[config.mk]
export PLATFORM = sky130hd
export DESIGN_NAME = branch_target_unit
export DESIGN_NICKNAME = d
export VERILOG_FILES = /design/src/rtl/branch_pkg.sv /design/src/rtl/branch_target_adder.sv /design/src/rtl/branch_target_unit.sv
export SDC_FILE = /design/constraint.sdc
export NUM_CORES = 1
export LEC_CHECK = 0
export ABC_AREA = 1
export ABC_CLOCK_PERIOD_IN_PS = 4100
export CAP_MARGIN = 0
export CORE_MARGIN = 8
export CORE_UTILIZATION = 47
export DETAILED_ROUTE_END_ITERATION = 16
export GPL_ROUTABILITY_DRIVEN = 0
export PLACE_DENSITY = 0.89
export SETUP_SLACK_MARGIN = 0.1
export SLEW_MARGIN = 40
export SYNTH_ARGS = -nofsm -noshare
export SYNTH_HDL_FRONTEND = slang
export SYNTH_SLANG_ARGS = --single-unit
export TNS_END_PERCENT = 100
[constraint.sdc]
create_clock -name clk -period 4.1 [get_ports clk]
set_input_delay 0.82 -clock clk [delete_from_list [all_inputs] [get_ports clk]]
set_output_delay 0.82 -clock clk [all_outputs]
set_load 0.005 [all_outputs]
[src/rtl/branch_pkg.sv]
// branch_pkg: shared op encoding, FSM state type and sign-extend-and-shift helper for the branch unit
package branch_pkg;
  typedef enum logic [1:0] {BR_NONE, BR_BEQ, BR_BNE, BR_J} br_op_e;
  typedef enum logic [1:0] {ST_IDLE, ST_REDIRECT, ST_FLUSH} state_e;
  function automatic logic [63:0] sext_shl(input logic [63:0] imm, input int imm_w, input int shift);
    logic [63:0] m;
    m = ~64'd0 << imm_w;
    return (imm[6'(imm_w - 1)] ? (imm | m) : (imm & ~m)) << shift;
  endfunction
endpackage

[src/rtl/branch_target_adder.sv]
// branch_target_adder: combinational target = in_pc4 + (sext(in_imm) << SHIFT), wraps mod 2^XLEN; ports in_pc4, in_imm -> target
module branch_target_adder
  import branch_pkg::*;
#(
  parameter int XLEN  = 32,
  parameter int IMM_W = 16,
  parameter int SHIFT = 2
) (
  input  logic [XLEN-1:0]  in_pc4,
  input  logic [IMM_W-1:0] in_imm,
  output logic [XLEN-1:0]  target
);
  assign target = in_pc4 + XLEN'(sext_shl(64'(in_imm), IMM_W, SHIFT));
endmodule

[src/rtl/branch_target_unit.sv]
// branch_target_unit: EX-stage branch resolve with redirect handshake and counted flush; ports clk, rst (async high), in_valid/in_op/in_pc4/in_imm/in_a/in_b, stall -> in_ready, redirect, target_pc, flush, busy, taken_cnt/resolved_cnt (live only with BRANCH_STATS_EN)
module branch_target_unit
  import branch_pkg::*;
#(
  parameter int XLEN         = 32,
  parameter int IMM_W        = 16,
  parameter int SHIFT        = 2,
  parameter int FLUSH_CYCLES = 2,
  parameter int CNT_W        = 32
) (
  input  logic             clk,
  input  logic             rst,
  input  logic             in_valid,
  input  logic [1:0]       in_op,
  input  logic [XLEN-1:0]  in_pc4,
  input  logic [IMM_W-1:0] in_imm,
  input  logic [XLEN-1:0]  in_a,
  input  logic [XLEN-1:0]  in_b,
  input  logic             stall,
  output logic             in_ready,
  output logic             redirect,
  output logic [XLEN-1:0]  target_pc,
  output logic             flush,
  output logic             busy,
  output logic [CNT_W-1:0] taken_cnt,
  output logic [CNT_W-1:0] resolved_cnt
);
  localparam logic [3:0] CNT_INIT = 4'(FLUSH_CYCLES - 1);
  br_op_e op;
  state_e state_d, state_q;
  logic [3:0] cnt_d, cnt_q;
  logic [XLEN-1:0] target, target_d, target_q;
  logic redirect_d, redirect_q, flush_d, flush_q, taken, accept;
  branch_target_adder #(.XLEN(XLEN), .IMM_W(IMM_W), .SHIFT(SHIFT)) u_adder (
    .in_pc4(in_pc4),
    .in_imm(in_imm),
    .target(target)
  );
  assign op        = br_op_e'(in_op);
  assign taken     = op == BR_J || (op == BR_BEQ && in_a == in_b) || (op == BR_BNE && in_a != in_b);
  assign in_ready  = state_q == ST_IDLE && !stall;
  assign accept    = in_valid && in_ready;
  assign redirect  = redirect_q;
  assign flush     = flush_q;
  assign busy      = state_q != ST_IDLE;
  assign target_pc = redirect_q ? target_q : '0;
  always_comb begin
    state_d  = state_q;
    cnt_d    = cnt_q;
    target_d = accept && op != BR_NONE ? target : target_q;
    if (state_q == ST_IDLE) begin
      state_d = accept && taken ? ST_REDIRECT : ST_IDLE;
    end else if (state_q == ST_REDIRECT) begin
      state_d = stall ? ST_REDIRECT : ST_FLUSH;
      cnt_d   = stall ? cnt_q : CNT_INIT;
    end else begin
      state_d = cnt_q == 4'd0 ? ST_IDLE : ST_FLUSH;
      cnt_d   = cnt_q == 4'd0 ? 4'd0 : cnt_q - 4'd1;
    end
    redirect_d = state_d == ST_REDIRECT;
    flush_d    = state_d == ST_FLUSH;
  end
  always_ff @(posedge clk or posedge rst) begin
    if (rst) begin
      state_q    <= ST_IDLE;
      cnt_q      <= '0;
      target_q   <= '0;
      redirect_q <= 1'b0;
      flush_q    <= 1'b0;
    end else begin
      state_q    <= state_d;
      cnt_q      <= cnt_d;
      target_q   <= target_d;
      redirect_q <= redirect_d;
      flush_q    <= flush_d;
    end
  end
`ifdef BRANCH_STATS_EN
  logic [CNT_W-1:0] taken_cnt_d, taken_cnt_q, resolved_cnt_d, resolved_cnt_q;
  always_comb begin
    resolved_cnt_d = resolved_cnt_q + CNT_W'(accept && op != BR_NONE);
    taken_cnt_d    = taken_cnt_q + CNT_W'(accept && taken);
  end
  always_ff @(posedge clk or posedge rst) begin
    if (rst) begin
      taken_cnt_q    <= '0;
      resolved_cnt_q <= '0;
    end else begin
      taken_cnt_q    <= taken_cnt_d;
      resolved_cnt_q <= resolved_cnt_d;
    end
  end
  assign taken_cnt    = taken_cnt_q;
  assign resolved_cnt = resolved_cnt_q;
`else
  assign taken_cnt    = '0;
  assign resolved_cnt = '0;
`endif
endmodule
After elaboration in Yosys (flattened, before gate mapping)
Cells that the tools add are included.

storage, ports and cells
  ROM bits = 0
  input bits = 118
  bits in latches = 0
  logic and storage cells = 41
  register bits after elaboration = 40
  memories kept = 0
  memory bits (writable) = 0
  output and inout bits = 100

cells by class
  multipliers = 0
  div/mod/pow operators = 0
  reduce and logical (&&, ||, !) cells = 14
  equal/unequal tests = 9
  add/subtract/negate cells = 2
  shift-type cells = 0
  $lt $le $gt $ge = 0
  bitwise gates (word level) = 1
  multiplexer cells = 10

operator list
  operator                                                             number
  32-bit adder                                                         1
  32-bit == test                                                       1
  32-bit 2-to-1 mux                                                    1
  32-bit != test                                                       1
  30-bit 2-to-1 mux                                                    1
  4-bit 2-to-1 mux                                                     3
  2-bit 2-to-1 mux                                                     4
  2-bit by 1-bit == test with 1-bit output (second input constant)     3
  2-bit == test (second input constant)                                3
  1-bit logical AND                                                    6
  4-bit logical NOT                                                    1
  2-bit nonzero test                                                   2
  4-bit by 1-bit subtractor with 4-bit output (second input constant)  1
  2-bit logical NOT                                                    1
  1-bit logical OR                                                     2
  2-bit != test (second input constant)                                1
  2-bit AND reduction                                                  1
  1-bit logical NOT                                                    1
  1-bit 2-to-1 mux                                                     1
  1-bit NOT                                                            1

Logic depth before layout (Yosys ltp)
  word-level depth = 8
  gate-level depth with buffers = 13
  mapped depth without buffers = 13

Hierarchy
A second synthesis with hierarchy kept.

second synthesis, totals
  cells, all modules = 832
  area, all modules = 5325.1 um^2

modules (own cells, without submodules)
  module               times used  cells each  seq. area each (um^2)  area each (um^2)
  branch_target_unit   1           384         1001.0                 3079.2
  branch_target_adder  1           448         0.0                    2245.9

Worst setup path after synthesis
No wires, ideal clock.

  path type = input-to-reg
  from = input in_pc4[2]
  to = register target_q[30]
  setup time = 0.117 ns
  setup slack = 1.838 ns
  stages = 13
  data arrival time = 2.144 ns
  buffers on the path = 0
  required time = 3.983 ns
  cell sequence = ha_1 inv_1 fa_1 inv_1 nand3_1 nand3_1 nand3_1 nand3_1 nand2_1 nand2_1 nand2_1 nand3_1 nand2_1

on the way
  word-level cells in the longest chain between the ends = 1

RTL lines
  item                  RTL line                   RTL
  from (decl)           branch_target_unit.sv:15   input logic [XLEN-1:0] in_pc4,
  32-bit adder          branch_target_adder.sv:13  assign target = in_pc4 + XLEN'(sext_shl(64'(in_imm), IMM_W, SHIFT));
  to (signal assigned)  branch_target_unit.sv:73   target_q <= target_d;
  to (decl)             branch_target_unit.sv:32   logic [XLEN-1:0] target, target_d, target_q;

Every way passes these cells.
A chain may end at the register's enable or synchronous reset.

Worst setup path after layout
  from = input in_imm[15]
  to = register target_q[25]

on the way
  word-level cells in the longest chain between the ends = 2

RTL lines
  item               RTL line                   RTL
  from (decl)        branch_target_unit.sv:16   input logic [IMM_W-1:0] in_imm,
  30-bit 2-to-1 mux  branch_pkg.sv:8            return (imm[6'(imm_w - 1)] ? (imm | m) : (imm & ~m)) << shift;
  32-bit adder       branch_target_adder.sv:13

Every way passes these cells.

==> impl_metrics.env <==
export IMPL_synth_area_um2=4910
export IMPL_wl_per_cell_um=12.9
export IMPL_finalWirelength_um=14100
export IMPL_antenna_left=0
export IMPL_final_cells=1093
export IMPL_path_buf_inv=2
export IMPL_power_uw=1890
export IMPL_top_usage_layer="met2"
export IMPL_antenna_found_initial=0
export IMPL_yosysUniqueCellTypes=34
export IMPL_reg2reg_depth=9
export IMPL_rr_endpoint="target_q[10]"
export IMPL_synthArstFlopShare_pct=100
export IMPL_viasPerCell=4.60
export IMPL_num_antenna_cells=0
export IMPL_via_count=5033
export IMPL_holdBufCountCts=0
export IMPL_crit_required_ps=4270
export IMPL_fill_cells=953
export IMPL_crit_arrival_ps=3140
export IMPL_finalCriticalPeriod_ps=2970
export IMPL_hpwl_um=12200
export IMPL_p_sw_uw=749
export IMPL_relSlewSlack_pct=50.7
export IMPL_synth_area_top_cells="nand2_1 23%, dfrtp_1 20%, inv_1 10%"
export IMPL_power_density_nw_per_um2=296
export IMPL_grt_pass1_wl_um=23000
export IMPL_rsz0062_at_grt="no"
export IMPL_worstPathCellList="clkdlybuf4s50_1 -> ha_1 -> nand2_1 -> inv_1 -> nand2_1 -> nor3_1 -> nand3_1 -> nand3_1 -> nand2_1 -> nand3_1 -> nand2_1"
export IMPL_clk_latency_ps=290
export IMPL_netlist_area_leader_share_pct=23.1
export IMPL_ios=218
export IMPL_first_iter_violations=268
export IMPL_hold_class="reg2reg"
export IMPL_max_freq_mhz=336
export IMPL_p_comb_share_pct=50.2
export IMPL_syn_inst=804
export IMPL_synth_top_cell_by_area="nand2_1"
export IMPL_synth_most_common_cell="nand2_1"
export IMPL_cp_max_fo=15
export IMPL_cts_repair_resized=0
export IMPL_initial_core_util_pct=48.0
export IMPL_nNetsFinal=1107
export IMPL_hold_depth=2
export IMPL_use_met1_pct=23.8
export IMPL_gr_total_overflow=0
export IMPL_clk_pin_slew_ps=70
export IMPL_cts_max_level=2
export IMPL_cp_start_kind="input port"
export IMPL_drv_cap=0
export IMPL_pwr_share_seq_pct=36.7
export IMPL_numCtsBuffers=5
export IMPL_ff2ff_setup_slack_ps=2220
export IMPL_slowest_delay_ps=720
export IMPL_core_um2=10200
export IMPL_cp_slowest_cell="clkdlybuf4s50_1"
export IMPL_cp_startpoint="in_imm[15]"
export IMPL_cts_sinks=40
export IMPL_gr_usage_met2_pct=35.2
export IMPL_area_delta_synth_final_pct=30.6
export IMPL_clk_path_buf_depth=2
export IMPL_std_cell_rows=37
export IMPL_status="finished, final reports clean"
export IMPL_finalClockSkew_ps=6.60
export IMPL_switching_share_pct=39.5
export IMPL_ys_flop_type="dfrtp_1"
export IMPL_synth_warnings=0
export IMPL_slew_violations=0
export IMPL_die_y_um=118
export IMPL_met3_usage_pct=3.62
export IMPL_tns_ps=0
export IMPL_die_area_um2=14000
export IMPL_numPortBuffers=153
export IMPL_syn_area_per_cell_um2=6.10
export IMPL_drive_above_1_share_pct=3.97
export IMPL_crit_family="simple AND/OR/NAND/NOR gates"
export IMPL_firstDrtPassIters=5
export IMPL_finalSetupViolCount=0
export IMPL_power_frac_clock_pct=13.1
export IMPL_fin_crit_sh_pct=72.5
export IMPL_synth_top_cells_by_count="302 x nand2_1, 131 x inv_1, 65 x buf_4"
export IMPL_cts_root_buffer="clkbuf_8"
export IMPL_dpl_cell_count=1086
export IMPL_ys_ff_latch=40
export IMPL_whs_ps=484
export IMPL_grt_pass1_vias=4815
export IMPL_tightest_slew_ps=738
export IMPL_cpMostUsedCell="nand2_1"
export IMPL_final_hold_violation_count=0
export IMPL_cts_setup_buffers=0
export IMPL_drc_errors=0
export IMPL_leakage_uw=0.00355
export IMPL_crit_end="target_q[25]"
export IMPL_vdd_drop_max_mv=0.170
export IMPL_p_int_uw=1150
export IMPL_grt_max_degree=45
export IMPL_cp_end_kind="register"
export IMPL_seq_area_frac_synth_pct=20.4
export IMPL_worstReg2RegStart="state_q[1]"
export IMPL_die_w_um=118
export IMPL_cts_tree="done"
export IMPL_synth_edf_count=0
export IMPL_track_usage_pct=19.6
export IMPL_timing_worst_setup_path_type="in2reg"
export IMPL_cp_depth=11
-- cells by family after synthesis --
kind of cell	count (synthesis)	synth area share, %
flip-flops	40	20.4
adder cells (fa/ha/maj)	32	8.31
other	1	0.0764
XOR/XNOR	46	8.21
AND/OR/NAND/NOR	424	35.4
buffers and inverters	211	21.6
AO/OA/AOI/OAI	50	5.97
-- worst register-to-register path, stage by stage (launching register included) --
cell and delay (ps):
dfrtp_1 430, nor2_2 110, inv_2 60, nor2_4 80, nand2_1 80, a21oi_2 110, buf_4 280, inv_2 350
nand2_1 190, o21ai_2 60
-- power groups by stage --
stage / clock network (uW) / logic, uW / registers, uW
after floorplan: 0 / 649 / 654
after global placement: 0 / 922 / 693
after detailed placement: 0 / 946 / 696
after CTS: 253 / 949 / 692
after global routing: 272 / 1070 / 714
final: 249 / 951 / 695
-- layer usage --
metal	up-vias	share of wire [%]
met4	0	1.3
met3	17	6.0
met5	-	0
met1	2224	43
li1	2610	-
met2	182	49
-- layout by cell type (no fill, tap or decap), drive strengths merged, types with 4 or more instances in the layout --
| cell | count |
|---|---|
| a21oi | 25 |
| clkbuf | 5 |
| clkdlybuf4s50 | 153 |
| conb | 64 |
| dfrtp | 40 |
| ha | 31 |
| inv | 138 |
| nand2 | 308 |
| nand3 | 47 |
| nand3b | 4 |
| nand4 | 4 |
| nor2 | 56 |
| o21ai | 16 |
| o21bai | 4 |
| xnor2 | 43 |
-- worst min path at each step --
stage	to	from	slack (ps)
6_report	target_q[26]	target_q[26]	480
2_1_floorplan	target_q[0]	target_q[0]	440
5_1_grt	target_q[2]	target_q[2]	490
3_5_place_dp	target_q[2]	target_q[2]	460
4_1_cts	target_q[2]	target_q[2]	480
3_3_place_gp	target_q[1]	target_q[1]	460
-- registers in the layout, indices dropped and copies added (netlist names) --
register  cells
state_q       2
redirect      1
flush         1
target_q     32
cnt_q         4
-- cell type report --
| type | count | area [um2] | area share [%] |
|---|---|---|---|
| multi-input cells | 616 | 3080 | 48.1 |
| repair buffers | 156 | 1550 | 24.3 |
| flip-flops and latches | 40 | 1000 | 15.6 |
| inverters | 138 | 518 | 8.09 |
| well taps | 136 | 170 | 2.66 |
| clock buffers | 5 | 68.8 | 1.07 |
| clock inverters | 2 | 12.5 | 0.195 |
-- through the flow --
stage / util (%) / setup WS, ps / cell area [um2]
after floorplan: - / 1840 / 5140
after global placement: 61.8 / 956 / 6320
after detailed placement: 61.8 / 929 / 6320
after CTS: 62.6 / 1210 / 6400
after global routing: 62.6 / 925 / 6400
final: 62.6 / 1130 / 6400
Note: power is estimated with default switching activity, not from simulation.
